==> src/rtl/rocc_pkg.sv <==
// rocc_pkg: shared widths and record types for the RoCC response tracker.
//   ROCC_RD_BITS        destination register index width
//   ROCC_TRANS_ID_BITS  scoreboard transaction id width (matches tracker default)
//   ROCC_XLEN           response data width (matches tracker default)
//   rocc_tag_t          per-command record kept while a response is owed
//   rocc_wb_t           buffered result presented to writeback
package rocc_pkg;
    localparam int ROCC_RD_BITS       = 5;
    localparam int ROCC_TRANS_ID_BITS = 3;
    localparam int ROCC_XLEN          = 64;

    typedef struct packed {
        logic [ROCC_TRANS_ID_BITS-1:0] trans_id;
        logic [ROCC_RD_BITS-1:0]       rd;
    } rocc_tag_t;

    typedef struct packed {
        logic [ROCC_TRANS_ID_BITS-1:0] trans_id;
        logic [ROCC_XLEN-1:0]          result;
        logic                          ex_valid;
    } rocc_wb_t;
endpackage

==> src/rtl/rocc_tag_fifo.sv <==
// rocc_tag_fifo: in-order tag FIFO, DEPTH entries of type T.
//   push_i/data_i  write an entry (ignored when full or flushing)
//   pop_i/data_o   data_o shows the head; pop_i retires it (ignored when empty)
//   flush_i        discards all entries
//   count_o        occupancy 0..DEPTH; full_o/empty_o decoded from it
module rocc_tag_fifo #(
    parameter int  DEPTH = 4,
    parameter type T     = logic
) (
    input  logic                       clk_i,
    input  logic                       rst_i,
    input  logic                       push_i,
    input  T                           data_i,
    input  logic                       pop_i,
    input  logic                       flush_i,
    output T                           data_o,
    output logic [$clog2(DEPTH+1)-1:0] count_o,
    output logic                       full_o,
    output logic                       empty_o
);
    localparam int PW = (DEPTH > 1) ? $clog2(DEPTH) : 1;
    localparam int CW = $clog2(DEPTH + 1);

    T              r_mem [DEPTH];
    logic [PW-1:0] r_wr_ptr, r_rd_ptr;
    logic [CW-1:0] r_count;
    logic          w_push, w_pop;

    assign full_o  = r_count == CW'(DEPTH);
    assign empty_o = r_count == '0;
    assign count_o = r_count;
    assign data_o  = r_mem[r_rd_ptr];
    assign w_push  = push_i & ~full_o & ~flush_i;
    assign w_pop   = pop_i & ~empty_o;

    // DEPTH is a power of two, so pointers wrap naturally
    always_ff @(posedge clk_i) begin
        if (rst_i || flush_i) begin
            r_wr_ptr <= '0;
            r_rd_ptr <= '0;
            r_count  <= '0;
        end else begin
            r_wr_ptr <= r_wr_ptr + PW'(w_push);
            r_rd_ptr <= r_rd_ptr + PW'(w_pop);
            r_count  <= r_count + CW'(w_push) - CW'(w_pop);
        end
    end

    always_ff @(posedge clk_i) begin
        if (w_push) r_mem[r_wr_ptr] <= data_i;
    end
endmodule

==> src/rtl/rocc_resp_tracker.sv <==
// rocc_resp_tracker: pairs in-order RoCC responses with their command tags for writeback.
//   Command side : cmd_fire_i/cmd_xd_i/cmd_trans_id_i/cmd_rd_i record a tag; tag_full_o blocks issue.
//   Response side: resp_valid_i/resp_ready_o/resp_data_i/resp_rd_i.
//   Writeback    : wb_valid_o/wb_ready_i/wb_trans_id_o/wb_result_o/wb_ex_valid_o (1-entry buffer).
//   flush_i squashes responses owed to flushed commands; orphan_err_o is sticky until rst_i.
//   Option macro ROCC_RESP_RD_CHECK_EN: store rd and flag an rd mismatch via wb_ex_valid_o.
module rocc_resp_tracker
    import rocc_pkg::*;
#(
    parameter int TRANS_ID_BITS = 3,
    parameter int DEPTH         = 4,
    parameter int XLEN          = 64
) (
    input  logic                     clk_i,
    input  logic                     rst_i,
    input  logic                     flush_i,
    input  logic                     cmd_fire_i,
    input  logic                     cmd_xd_i,
    input  logic [TRANS_ID_BITS-1:0] cmd_trans_id_i,
    input  logic [ROCC_RD_BITS-1:0]  cmd_rd_i,
    output logic                     tag_full_o,
    input  logic                     resp_valid_i,
    output logic                     resp_ready_o,
    input  logic [XLEN-1:0]          resp_data_i,
    input  logic [ROCC_RD_BITS-1:0]  resp_rd_i,
    output logic                     wb_valid_o,
    input  logic                     wb_ready_i,
    output logic [TRANS_ID_BITS-1:0] wb_trans_id_o,
    output logic [XLEN-1:0]          wb_result_o,
    output logic                     wb_ex_valid_o,
    output logic                     orphan_err_o
);
    localparam int CW = $clog2(DEPTH + 1);

    rocc_tag_t     w_push_tag, w_head;
    rocc_wb_t      r_wb;
    logic          r_wb_valid, r_orphan;
    logic [CW-1:0] r_drop, w_count;
    logic          w_push, w_acc, w_drop, w_pop, w_orphan, w_ex, w_fifo_full, w_fifo_empty;

    // drop_q slots are still owed a response, so they occupy capacity too
    assign tag_full_o   = ({1'b0, w_count} + {1'b0, r_drop}) == (CW+1)'(DEPTH);
    assign resp_ready_o = ~r_wb_valid | wb_ready_i;
    assign w_push       = cmd_fire_i & cmd_xd_i & ~flush_i;
    assign w_acc        = resp_valid_i & resp_ready_o;
    assign w_drop       = w_acc & (r_drop != '0);
    assign w_pop        = w_acc & (r_drop == '0) & (w_count != '0);
    assign w_orphan     = w_acc & (r_drop == '0) & (w_count == '0);

`ifdef ROCC_RESP_RD_CHECK_EN
    assign w_push_tag = '{trans_id: cmd_trans_id_i, rd: cmd_rd_i};
    assign w_ex       = resp_rd_i != w_head.rd;
`else
    logic w_unused_rd;
    assign w_push_tag  = '{trans_id: cmd_trans_id_i, rd: '0};
    assign w_ex        = 1'b0;
    assign w_unused_rd = ^{cmd_rd_i, resp_rd_i, w_head.rd};
`endif

    rocc_tag_fifo #(.DEPTH(DEPTH), .T(rocc_tag_t)) u_fifo (
        .clk_i   (clk_i),
        .rst_i   (rst_i),
        .push_i  (w_push & ~tag_full_o),
        .data_i  (w_push_tag),
        .pop_i   (w_pop),
        .flush_i (flush_i),
        .data_o  (w_head),
        .count_o (w_count),
        .full_o  (w_fifo_full),
        .empty_o (w_fifo_empty)
    );

    // every entry emptied by a flush still owes a response that must be squashed
    always_ff @(posedge clk_i) begin
        if (rst_i)        r_drop <= '0;
        else if (flush_i) r_drop <= r_drop + w_count - CW'(w_drop) - CW'(w_pop);
        else if (w_drop)  r_drop <= r_drop - 1'b1;
    end

    always_ff @(posedge clk_i) begin
        if (rst_i) begin
            r_wb_valid <= 1'b0;
            r_wb       <= '0;
            r_orphan   <= 1'b0;
        end else begin
            if (flush_i)         r_wb_valid <= 1'b0;
            else if (w_pop)      r_wb_valid <= 1'b1;
            else if (wb_ready_i) r_wb_valid <= 1'b0;
            if (w_pop && !flush_i) r_wb <= '{trans_id: w_head.trans_id, result: resp_data_i, ex_valid: w_ex};
            if (w_orphan) r_orphan <= 1'b1;
        end
    end

    assign wb_valid_o    = r_wb_valid;
    assign wb_trans_id_o = r_wb.trans_id;
    assign wb_result_o   = r_wb.result;
    assign wb_ex_valid_o = r_wb.ex_valid;
    assign orphan_err_o  = r_orphan;

    a_no_push_when_full: assert property (@(posedge clk_i) disable iff (rst_i) !(w_push && tag_full_o));
endmodule

==> config.mk <==
export PLATFORM = sky130hd
export DESIGN_NAME = rocc_resp_tracker
export DESIGN_NICKNAME = d
export VERILOG_FILES = /design/src/rtl/rocc_pkg.sv /design/src/rtl/rocc_tag_fifo.sv /design/src/rtl/rocc_resp_tracker.sv
export SDC_FILE = /design/constraint.sdc
export NUM_CORES = 1
export LEC_CHECK = 0
export CORE_ASPECT_RATIO = 1.1
export CORE_MARGIN = 3
export CORE_UTILIZATION = 39
export CTS_BUF_LIST = sky130_fd_sc_hd__clkbuf_16
export DETAILED_ROUTE_END_ITERATION = 6
export PLACE_DENSITY = 0.76
export SYNTH_ARGS = -nofsm -noshare
export SYNTH_HDL_FRONTEND = slang
export SYNTH_SLANG_ARGS = --single-unit
==> constraint.sdc <==
create_clock -name clk_i -period 3.5 [get_ports clk_i]
set_input_delay 0.7 -clock clk_i [delete_from_list [all_inputs] [get_ports clk_i]]
set_output_delay 0.7 -clock clk_i [all_outputs]
set_load 0.005 [all_outputs]
==> flow_summary.yaml <==
clocking:
  insertion_delay_ns: 0.33
  hold_buffers: 0
  clkTransAtPathRegs_ns: 0.07
  cts_root_buf: "clkbuf_16"
  cts_sinks: 91
  cts-htree-levels: 3
  clockBufferDepth: 2
  cts_tree: "done"
  numCtsBuffers: 9
layout:
  n_antenna_cell: 0
  nNetsFinal: 651
  layoutNonFillerInstCount: 673
  drive_above_1_share_pct: 9.17
  fin_util_pct: 60.3
  syn2layout_area_growth_pct: 49.6
  layout_commonest_cell: "clkdlybuf4s50_1"
  final_cell_mix: "clkdlybuf4s50_1 (140), dfxtp_1 (77), a21oi_1 (71), nand3_1 (67), o21ai_0 (61)"
routing:
  drt-initial-drc-count: 189
  vias_per_cell: 5.34
  drt_pass1_iterations: 5
  final_antenna_net_count: 0
  route.vias.total: 3591
  totalWireLength_um: 11100
  routedWlPerCell_um: 16.5
  drc: 0
power_and_ir_drop:
  design_power_total_mw: 2.76
  p_per_area_nw_per_um2: 485
  p_leak_nw: 1.96
  ir_drop_uv: 354
hold_path:
  hp-class: "reg -> reg"
  min_path_cells: 2
  hp-start: "wb_result_o[26]$_SDFFE_PP0P_"
setup_path:
  startpoint_type: "flip-flop"
  cp-startpoint: "r_drop[1]$_SDFFE_PP0P_"
  crit_required_ns: 3.75
  cp_max_fo: 4
  criticalPathCategory: "reg -> reg"
  cp.arrival_ns: 3.60
  r2r_cells: 15
  r2r-start: "r_drop[1]$_SDFFE_PP0P_"
  cp-end-kind: "flip-flop"
job:
  drv_cap: 0
grt:
  grt_usage_pct: 19.4
  antenna_found_initial: 0
  grt_max_degree: 70
  grt_pass1_vias: 3485
  grt_pass1_wl_um: 17000
  overflow: 0
timing:
  worst_slew_pin_slew_ns: 0.899
  finalHoldViolCount: 0
  hold_slack_ns: 0.476
  finalSetupViolations: 0
  fin_tns_setup_ns: 0
  fin_crit_ns: 3.34
  maxSlewViolCount: 0
  timing.final.crit_share_pct: 95.5
  fmax_mhz: 299
  finalClockSkew_ns: 0.00887
  slew_headroom_pct: 40.0
placement:
  routabilityCongestion: 0.836
  dp_hpwl_um: 7440
  port_buffers: 144
  dp.cells: 653
yosys:
  synth-seq-cells: 91
  synth_top_flop_cell: "dfxtp_1"
  ys_warn_count: 0
  synthSimpleGateAreaFrac_pct: 13.4
  synth_compound_area_share_pct: 19.8
  synth_async_sr_flop_share_pct: 0
  synth-edff-count: 12
  muxShareOfSynthArea_pct: 1.78
  avgSynthCellArea_um2: 9.06
  synth_top_family_by_area: "compound AO/OA/AOI/OAI gates"
  syn_inst: 420
  synth_cell_types: 33
  synth-xor-area-share_pct: 1.61
  syn_nets: 520
  ys_seq_area_share_pct: 51.0
  syn_area_um2: 3810
  synthAdderAreaFrac_pct: 6.25
die:
  fp-row-count: 37
  dieHeight_um: 110
  core_region_area_um2: 9440
  die_w_um: 100
  design.die.area_um2: 11000
  num_io_pins: 156
  start_util_pct: 40.3
status:
  status: "finished clean"
==> registers in the layout, summed over array words and instances, names as in the netlist <==
signal / count
u_fifo.r_rd_ptr: 2
u_fifo.count_o: 3
orphan_err_o: 1
u_fifo.r_wr_ptr: 2
wb_result_o: 64
wb_valid_o: 1
r_drop: 3
u_fifo.r_mem: 12
wb_trans_id_o: 3
==> metal layers <==
layer,track usage (%),vias to the layer above,wire length (um)
li1,-,1747,-
met1,24.1,1718,4640
met2,33.8,115,5760
met3,4.12,11,575
met4,5.87,0,104
met5,0,-,0
==> critical path, stage by stage, from the launching register on <==
cell,delay [ns]
dfxtp_2,0.36
inv_4,0.09
ha_4,0.16
nand2b_4,0.08
nor4_4,0.31
inv_2,0.07
fa_1,0.48
inv_1,0.05
fa_1,0.48
inv_1,0.05
ha_2,0.17
fa_2,0.35
xnor2_2,0.15
xnor2_1,0.18
a21oi_1,0.09
nor3_1,0.19
==> stage by stage <==
stage / setup slack [ns] / instance area, um2
after floorplan: -0.00142 / 3850
after global placement: -0.160 / 5330
after detailed placement: -0.272 / 5330
after CTS: 0.0729 / 5640
after global routing: -0.0261 / 5690
final: 0.158 / 5690
==> worst paths after layout <==
check | slack [ns] | endpoint
max reg2reg | 0.16 | r_drop[2]$_SDFFE_PP0P_
max | 0.16 | r_drop[2]$_SDFFE_PP0P_
min | 0.48 | wb_result_o[26]$_SDFFE_PP0P_
min reg2reg | 0.48 | wb_result_o[26]$_SDFFE_PP0P_
==> timing repair <==
| item | in CTS | in global routing |
|---|---|---|
| setup buffers | 0 | 4 |
| gates resized for setup | 0 | 9 |
| endpoints found under the setup margin | 0 | 1 |
==> cell families (layout without fill, tap and decap cells) <==
| group | after synthesis | count (layout) |
|---|---|---|
| buffers and inverters | 56 | 192 |
| other | 1 | 1 |
| xor gates and xnor gates | 7 | 7 |
| adders and majority gates | 16 | 16 |
| AOI/OAI and AO/OA | 147 | 147 |
| and+or+nand+nor | 99 | 99 |
| muxes | 3 | 3 |
| DFF | 91 | 91 |
==> layout make-up <==
| cell class | instances | area [um2] |
|---|---|---|
| clock inverter | 7 | 80.1 |
| sequential | 91 | 1950 |
| fill | 829 | 3750 |
| clock buffer | 9 | 225 |
| multi-input combinational | 273 | 1680 |
| inverter | 18 | 72.6 |
| timing repair buffer | 158 | 1540 |
| tap | 117 | 146 |
==> synth_stat cells, types with 5 or more instances <==
master	count	area [um2]
edfxtp_1	12	360
dfxtp_1	79	1580
ha_1	11	138
o21ai_1	8	40.0
xnor2_1	7	61.3
nor3_1	5	25.0
nand3_1	68	340
o21ai_0	61	305
fa_1	5	100
inv_1	15	56.3
a21oi_1	71	355
nor2_1	10	37.5
and2_1	5	31.3
clkbuf_1	30	113
==> power by group <==
part	internal, mW	leakage [nW]	switching [mW]
Clock	0.565	0.149	0.426
Combinational	0.321	1.06	0.313
Sequential	1.10	0.747	0.0391
Total	1.98	1.96	0.778
No activity file was read; power rests on OpenSTA's default activity.
